**src/rtl/aes_pkg.sv**
```systemverilog
// Shared types for the AES EDN entropy arbiter.
package aes_pkg;

  // Arbitration policy once the current burst owner loses its lock.
  typedef enum logic {
    ArbFixed,
    ArbRoundRobin
  } aes_arb_mode_e;

  // Arbiter FSM states.
  typedef enum logic [1:0] {
    Idle,
    Busy,
    Drain
  } aes_edn_arb_state_e;

  // Width of a requester index; a single requester still needs one bit.
  function automatic int idx_width(input int n);
    return (n > 1) ? $clog2(n) : 1;
  endfunction

endpackage

```
**src/rtl/aes_edn_arb_sel.sv**
```systemverilog
// Combinational winner selection for the EDN arbiter. The previous grant keeps
// the channel while it still requests and its burst budget is not used up;
// otherwise another pending requester is chosen by fixed or rotating priority.
module aes_edn_arb_sel
  import aes_pkg::*;
#(
  parameter int            NumReq   = 2,
  parameter aes_arb_mode_e ArbMode  = ArbFixed,
  parameter int            MaxBurst = 4,
  parameter int            IdxW     = 1,
  parameter int            BurstW   = 3
) (
  input  logic [NumReq-1:0] i_req,
  input  logic [IdxW-1:0]   i_rr_ptr,
  input  logic [IdxW-1:0]   i_last_gnt,
  input  logic [BurstW-1:0] i_burst_cnt,
  output logic [NumReq-1:0] o_gnt,
  output logic [IdxW-1:0]   o_gnt_idx,
  output logic              o_restart
);

  logic [NumReq-1:0] w_last_oh;
  logic [NumReq-1:0] w_others;
  logic              w_lock;
  logic              w_found;
  logic [IdxW-1:0]   w_cand;
  int                w_pos;

  // Lock detection: the last owner keeps the channel until its burst budget is spent.
  always_comb begin
    w_last_oh = NumReq'(1) << i_last_gnt;
    w_others  = i_req & ~w_last_oh;
    w_lock    = (|(i_req & w_last_oh)) && (i_burst_cnt < BurstW'(MaxBurst));
  end

  // Search the other pending requesters; if none, the last owner wins with a fresh burst.
  // NOTE: every variable gets a default before any branch so no latch is inferred.
  always_comb begin
    o_gnt_idx = i_last_gnt;
    o_restart = 1'b0;
    w_found   = 1'b0;
    w_cand    = '0;
    w_pos     = 0;
    if (!w_lock) begin
      o_restart = 1'b1;
      for (int k = 0; k < NumReq; k++) begin
        if (ArbMode == ArbRoundRobin) begin
          w_pos = int'(i_rr_ptr) + k;
          if (w_pos >= NumReq) begin
            w_pos = w_pos - NumReq;
          end
        end else begin
          w_pos = k;
        end
        w_cand = IdxW'(w_pos);
        if (!w_found && w_others[w_cand]) begin
          w_found   = 1'b1;
          o_gnt_idx = w_cand;
        end
      end
    end
  end

  assign o_gnt = NumReq'(1) << o_gnt_idx;

endmodule

```
**src/rtl/aes_edn_arb.sv**
```systemverilog
// N-way arbiter sharing one EDN entropy interface among the AES PRNGs.
// One EDN request is issued per granted word; a request is never retracted
// before its ack, so a requester that withdraws is drained and flagged.
module aes_edn_arb
  import aes_pkg::*;
#(
  parameter int            NumReq       = 2,
  parameter int            EntropyWidth = 32,
  parameter aes_arb_mode_e ArbMode      = ArbFixed,
  parameter int            MaxBurst     = 4,
  localparam int           IdxW         = idx_width(NumReq)
) (
  input  logic                    clk_i,
  input  logic                    rst_i,
  input  logic [NumReq-1:0]       req_i,
  output logic [NumReq-1:0]       ack_o,
  output logic [EntropyWidth-1:0] data_o,
  output logic                    edn_req_o,
  input  logic                    edn_ack_i,
  input  logic [EntropyWidth-1:0] edn_data_i,
  output logic [IdxW-1:0]         gnt_idx_o,
  output logic                    busy_o,
  output logic                    err_o
);

  localparam int BurstW = $clog2(MaxBurst + 1);

  aes_edn_arb_state_e r_state, w_state_d;
  logic [IdxW-1:0]    r_gnt, w_gnt_d;
  logic [NumReq-1:0]  r_gnt_oh, w_gnt_oh_d;
  logic [BurstW-1:0]  r_burst_cnt, w_burst_d;
  logic [IdxW-1:0]    r_rr_ptr, w_rr_d;
  logic [NumReq-1:0]  w_sel_gnt;
  logic [IdxW-1:0]    w_sel_idx;
  logic               w_sel_restart;
  logic               w_req_gnt;

  aes_edn_arb_sel #(
    .NumReq  (NumReq),
    .ArbMode (ArbMode),
    .MaxBurst(MaxBurst),
    .IdxW    (IdxW),
    .BurstW  (BurstW)
  ) u_sel (
    .i_req      (req_i),
    .i_rr_ptr   (r_rr_ptr),
    .i_last_gnt (r_gnt),
    .i_burst_cnt(r_burst_cnt),
    .o_gnt      (w_sel_gnt),
    .o_gnt_idx  (w_sel_idx),
    .o_restart  (w_sel_restart)
  );

  // Is the currently granted requester still asking for its word?
  assign w_req_gnt = |(req_i & r_gnt_oh);

  // State, grant, burst and rotation registers.
  // NOTE: sequential state uses non-blocking assignments so every register samples pre-edge values.
  always_ff @(posedge clk_i or posedge rst_i) begin
    if (rst_i) begin
      r_state     <= Idle;
      r_gnt       <= '0;
      r_gnt_oh    <= '0;
      r_burst_cnt <= '0;
      r_rr_ptr    <= '0;
    end else begin
      r_state     <= w_state_d;
      r_gnt       <= w_gnt_d;
      r_gnt_oh    <= w_gnt_oh_d;
      r_burst_cnt <= w_burst_d;
      r_rr_ptr    <= w_rr_d;
    end
  end

  // Next-state logic plus the ack, data gating and withdraw-error outputs.
  always_comb begin
    w_state_d  = r_state;
    w_gnt_d    = r_gnt;
    w_gnt_oh_d = r_gnt_oh;
    w_burst_d  = r_burst_cnt;
    w_rr_d     = r_rr_ptr;
    ack_o      = '0;
    data_o     = '0;
    err_o      = 1'b0;
    unique case (r_state)
      Idle: begin
        // A stray edn_ack_i here is a protocol violation and is ignored.
        if (|req_i) begin
          w_state_d  = Busy;
          w_gnt_d    = w_sel_idx;
          w_gnt_oh_d = w_sel_gnt;
          if (w_sel_restart) begin
            w_burst_d = '0;
            w_rr_d    = (int'(w_sel_idx) == NumReq - 1) ? '0 : w_sel_idx + IdxW'(1);
          end
        end
      end
      Busy: begin
        if (w_req_gnt) begin
          if (edn_ack_i) begin
            ack_o     = r_gnt_oh;
            data_o    = edn_data_i;
            w_state_d = Idle;
            if (r_burst_cnt < BurstW'(MaxBurst)) begin
              w_burst_d = r_burst_cnt + 1'b1;
            end
          end
        end else begin
          // Requester withdrew: the word is discarded, the EDN request stays up until acked.
          err_o     = 1'b1;
          w_state_d = edn_ack_i ? Idle : Drain;
        end
      end
      Drain: begin
        if (edn_ack_i) begin
          w_state_d = Idle;
        end
      end
      default: w_state_d = Idle;
    endcase
  end

  assign edn_req_o = (r_state != Idle);
  assign busy_o    = (r_state != Idle);
  assign gnt_idx_o = r_gnt;

endmodule

```
**config.mk**
```make
export PLATFORM = sky130hd
export DESIGN_NAME = aes_edn_arb
export DESIGN_NICKNAME = d
export VERILOG_FILES = /design/src/rtl/aes_pkg.sv /design/src/rtl/aes_edn_arb_sel.sv /design/src/rtl/aes_edn_arb.sv
export SDC_FILE = /design/constraint.sdc
export NUM_CORES = 1
export LEC_CHECK = 0
export ABC_AREA = 1
export CAP_MARGIN = 20
export CORE_ASPECT_RATIO = 2
export CORE_MARGIN = 3
export CORE_UTILIZATION = 30
export DETAILED_ROUTE_END_ITERATION = 16
export PLACE_DENSITY = 0.91
export SETUP_SLACK_MARGIN = 0.02
export SLEW_MARGIN = 20
export SYNTH_ARGS = -nofsm -noshare
export SYNTH_HDL_FRONTEND = slang
export SYNTH_SLANG_ARGS = --single-unit
```
**constraint.sdc**
```tcl
create_clock -name clk_i -period 1.26 [get_ports clk_i]
set_input_delay 0.252 -clock clk_i [delete_from_list [all_inputs] [get_ports clk_i]]
set_output_delay 0.252 -clock clk_i [all_outputs]
set_load 0.03 [all_outputs]
```
==> impl_metrics.py, run 1 <==
metrics = {
    "run_status": {
        "status": "aborted with a tool error",
        "lastStage": "5_1_grt",
        "toolErrorMsg": "[ERROR DPL-0038] Utilization greater than 100%, impossible to legalize",
    },
    "placement": {
        "gp_congestion": 0.793,
        "pre_cts_ws_ns": -0.466,
        "hpwl_um": 2790,
        "place_area_um2": 1820,
        "port_buffers": 74,
    },
    "synthesis": {
        "syn-cell-area_um2": 779,
        "ys.flop_type": "dfrtp_1",
        "yosys.cell_types.count": 21,
        "synth.most_common_cell": "nand2_1",
        "synth_top_area_share_pct": 27.0,
        "synth-edff-count": 0,
        "avgSynthCellArea_um2": 5.53,
        "ys_warn_count": 0,
        "async_flop_share_pct": 100,
        "synth_area_leaders": "nand2_1, dfrtp_1, nor2_1",
        "synth_top_area_cell": "nand2_1",
        "yosysSeqAreaShare_pct": 22.5,
        "synthTopCellsByCount": "nand2_1, nor2_1, inv_1",
        "synthCells": 141,
        "synth_nets": 179,
        "ys_ff_latch": 7,
    },
    "die": {
        "die_w_um": 42.0,
        "io_pins": 75,
        "rows": 25,
        "fp.dieH_um": 78.1,
        "start_util_pct": 32.4,
    },
    "sta": {
        "worst-ep-kind": "primary output",
        "worst_endpoint": "data_o[2]",
    },
    "clocking": {
        "holdBufCountCts": 0,
        "max-clock-path-buffers": 2,
        "clock_sink_count": 7,
        "clockRootBuffer": "clkbuf_8",
        "numCtsBuffers": 3,
        "htreeDepth": 1,
    },
    "global_routing": {
        "grt_max_degree": 17,
    },
}
## timing repair
| item | CTS |
|---|---|
| pin swaps | 7 |
| setup endpoints to repair | 44 |
| setup buffers | 9 |
| gates resized for setup | 103 |
| cloned | 3 |
## logic make-up after synthesis
family	share of synthesized area, %
compound gates	2.89
simple gates	58.7
fa+ha+maj	1.60
flops	22.5
buf+inv	14.3
## metrics by stage
stage	std cells	setup TNS (ns)	utilization, %
floorplan	141	-2.55	-
global placement	249	-15.93	75.5
detailed placement	249	-17.33	75.5
CTS	264	-14.09	95.7
==> run 2: changes to the inputs <==
--- a/config.mk
+++ b/config.mk
@@ -7,12 +7,10 @@
 export LEC_CHECK = 0
 export ABC_AREA = 1
 export CAP_MARGIN = 20
-export CORE_ASPECT_RATIO = 2
-export CORE_MARGIN = 3
-export CORE_UTILIZATION = 30
+export CORE_AREA = 3 3 64 66
 export DETAILED_ROUTE_END_ITERATION = 16
-export PLACE_DENSITY = 0.91
-export SETUP_SLACK_MARGIN = 0.02
+export DIE_AREA = 0 0 67 69
+export PLACE_DENSITY_LB_ADDON = 0.15
 export SLEW_MARGIN = 20
 export SYNTH_ARGS = -nofsm -noshare
 export SYNTH_HDL_FRONTEND = slang
==> impl_metrics.py, run 2 <==
metrics = {
    "synthesis": {
        "synth.most_common_cell": "nand2_1",
        "yosysSeqAreaShare_pct": 22.5,
        "ys_warn_count": 0,
        "ys.flop_type": "dfrtp_1",
        "synth_top_area_cell": "nand2_1",
        "synthCells": 141,
        "synth-edff-count": 0,
        "yosys.cell_types.count": 21,
        "synthTopCellsByCount": "nand2_1, nor2_1, inv_1",
        "ys_ff_latch": 7,
        "syn-cell-area_um2": 779,
        "synth_top_area_share_pct": 27.0,
        "synth_nets": 179,
        "synth_area_leaders": "nand2_1, dfrtp_1, nor2_1",
        "avgSynthCellArea_um2": 5.53,
        "async_flop_share_pct": 100,
    },
    "sta": {
        "hold_viol": 0,
        "setup-tns-final_ns": -10.98,
        "max_freq_mhz": 632,
        "tightest_slew_ns": 0.275,
        "slew_violations": 0,
        "fin_crit_sh_pct": 126,
        "fin_crit_ns": 1.58,
        "slew_headroom_pct": 81.6,
        "grt_setup_unrepaired": "yes",
        "fin_ws_ns": -0.322,
        "setup_viol": 40,
        "fin_skew_ns": 0.00170,
    },
    "die": {
        "start_util_pct": 21.5,
        "fp.dieH_um": 69,
        "core_area_um2": 3630,
        "dieArea_um2": 4620,
        "rows": 22,
        "io_pins": 75,
        "die_w_um": 67,
    },
    "global_routing": {
        "grt_overflow": 0,
        "antenna_found_initial": 0,
        "grt_pass1_wl_um": 5170,
        "grt_pass1_vias": 1136,
        "grt_max_degree": 13,
        "grtUsageTotal_pct": 13.7,
    },
    "finish": {
        "top_regs": "r_burst_cnt: 3 flops, r_state: 2 flops",
        "final_common_cell": "nand2_1",
        "largest-register": "r_burst_cnt",
        "final_net_count": 281,
        "area_growth_pct": 193,
        "mostFrequentLayoutCells": "nand2_1, buf_6, nor2_4, clkdlybuf4s50_1, buf_4",
        "n_antenna_cell": 0,
        "largest_reg_flops": 3,
        "final_util_pct": 62.9,
        "drive_gt1_share_pct": 52.5,
    },
    "placement": {
        "gp_congestion": 0.795,
        "hpwl_um": 2530,
        "port_buffers": 74,
        "pre_cts_ws_ns": -0.453,
    },
    "routing": {
        "wirelength_um": 3320,
        "via_per_inst": 4.25,
        "drtPass1Iterations": 4,
        "wl_per_cell_um": 11.5,
        "drt-initial-drc-count": 30,
        "via_count": 1232,
        "drc": 0,
        "drt.antenna.violating_nets": 0,
    },
    "clocking": {
        "clock_sink_count": 7,
        "htreeDepth": 1,
        "clkSlewWorstSetupHoldPaths_ns": 0.04,
        "holdBufCountCts": 0,
        "cts_tree": "done",
        "max-clock-path-buffers": 2,
        "clkLatencyLatePin_ns": 0.23,
        "numCtsBuffers": 3,
        "clockRootBuffer": "clkbuf_8",
    },
    "pwr": {
        "power.density_nw_per_um2": 1800,
        "total_power_mw": 4.11,
        "p_leak_nw": 0.986,
        "peakVddDrop_v": 0.00127,
    },
    "setup_path": {
        "crit_fanout": 7,
        "cp_data_required_time_ns": 1.01,
        "cp-end-kind": "output pin",
        "crit_path_start_kind": "register",
        "timing_worst_setup_path_type": "reg2out",
        "crit_arrival_ns": 1.33,
        "rr_worst_depth": 10,
    },
    "run_status": {
        "status": "finished with violations",
        "violations": "setup timing",
    },
    "flow_run": {
        "drv_cap": 0,
    },
    "min_path": {
        "hp-class": "in2async",
    },
}
-- run 2: cell counts after synthesis --
No cell type changed its count.
-- run 2: report_power, final --
part / total (mW) / switching [mW] / internal [mW]
Sequential: 0.390 / 0.0752 / 0.315
Clock: 0.310 / 0.0918 / 0.218
Combinational: 3.41 / 1.83 / 1.57
-- run 2: cells by family (layout without fill, tap and decap cells) --
family	count (synthesis)	count (layout)	synth area share, %
and+or+nand+nor	108	108	58.7
buffers and inverters	21	122	14.3
DFF	7	7	22.5
AOI/OAI and AO/OA	4	4	2.89
adders and majority gates	1	1	1.60
-- run 2: cell type report --
type,count,area [um2]
inverter,14,60.1
fill,310,1350
sequential,7,176
clock buffer,4,45.0
tap,48,60.1
multi-input combinational,113,808
timing repair buffer,104,1130
-- run 2: final timing paths --
path                                             from                         end  slack, ns
setup / recovery               r_state[1]$_DFFE_PP0N_                    ack_o[1]      -0.32
hold / removal                                  rst_i     r_gnt_oh[0]$_DFFE_PP0P_       0.26
setup reg to reg                gnt_idx_o$_DFFE_PP0P_  r_burst_cnt[1]$_DFFE_PP0P_      -0.09
hold reg to reg            r_burst_cnt[0]$_DFFE_PP0P_  r_burst_cnt[0]$_DFFE_PP0P_       0.52
max in group asynchronous                       rst_i       gnt_idx_o$_DFFE_PP0P_       0.77
min in group clk_i         r_burst_cnt[0]$_DFFE_PP0P_  r_burst_cnt[0]$_DFFE_PP0P_       0.52
-- run 2: metrics by stage --
stage | hold WS (ns) | cell area, um2 | cells
2_1_floorplan | 0.0553 | 1060 | 141
3_3_place_gp | 0.461 | 1890 | 275
3_5_place_dp | 0.494 | 1890 | 275
4_1_cts | 0.267 | 2200 | 286
5_1_grt | 0.288 | 2280 | 290
6_report | 0.258 | 2280 | 290
-- run 2: layer usage --
layer | routed length (um) | vias up | track usage [%]
met5 | 0 | - | 0
met4 | 42 | 0 | 3.38
met3 | 312 | 7 | 3.42
met1 | 1260 | 553 | 16.7
li1 | - | 627 | -
met2 | 1710 | 45 | 23.6
-- run 2: critical path: stages (launching register included) --
cell     delay, ns
dfrtp_1       0.40
nor2_4        0.18
nand2_8       0.11
buf_6         0.15
nor3_4        0.11
buf_6         0.15
-- run 2: what timing repair did --
| action | in CTS | in global routing |
|---|---|---|
| gates resized for setup | 63 | 12 |
| endpoints found under the setup margin | 43 | 43 |
| cloned | 2 | 0 |
| buffers inserted | 5 | 5 |
| pin swaps | 8 | 8 |
Power figures use the tool's default switching activity.
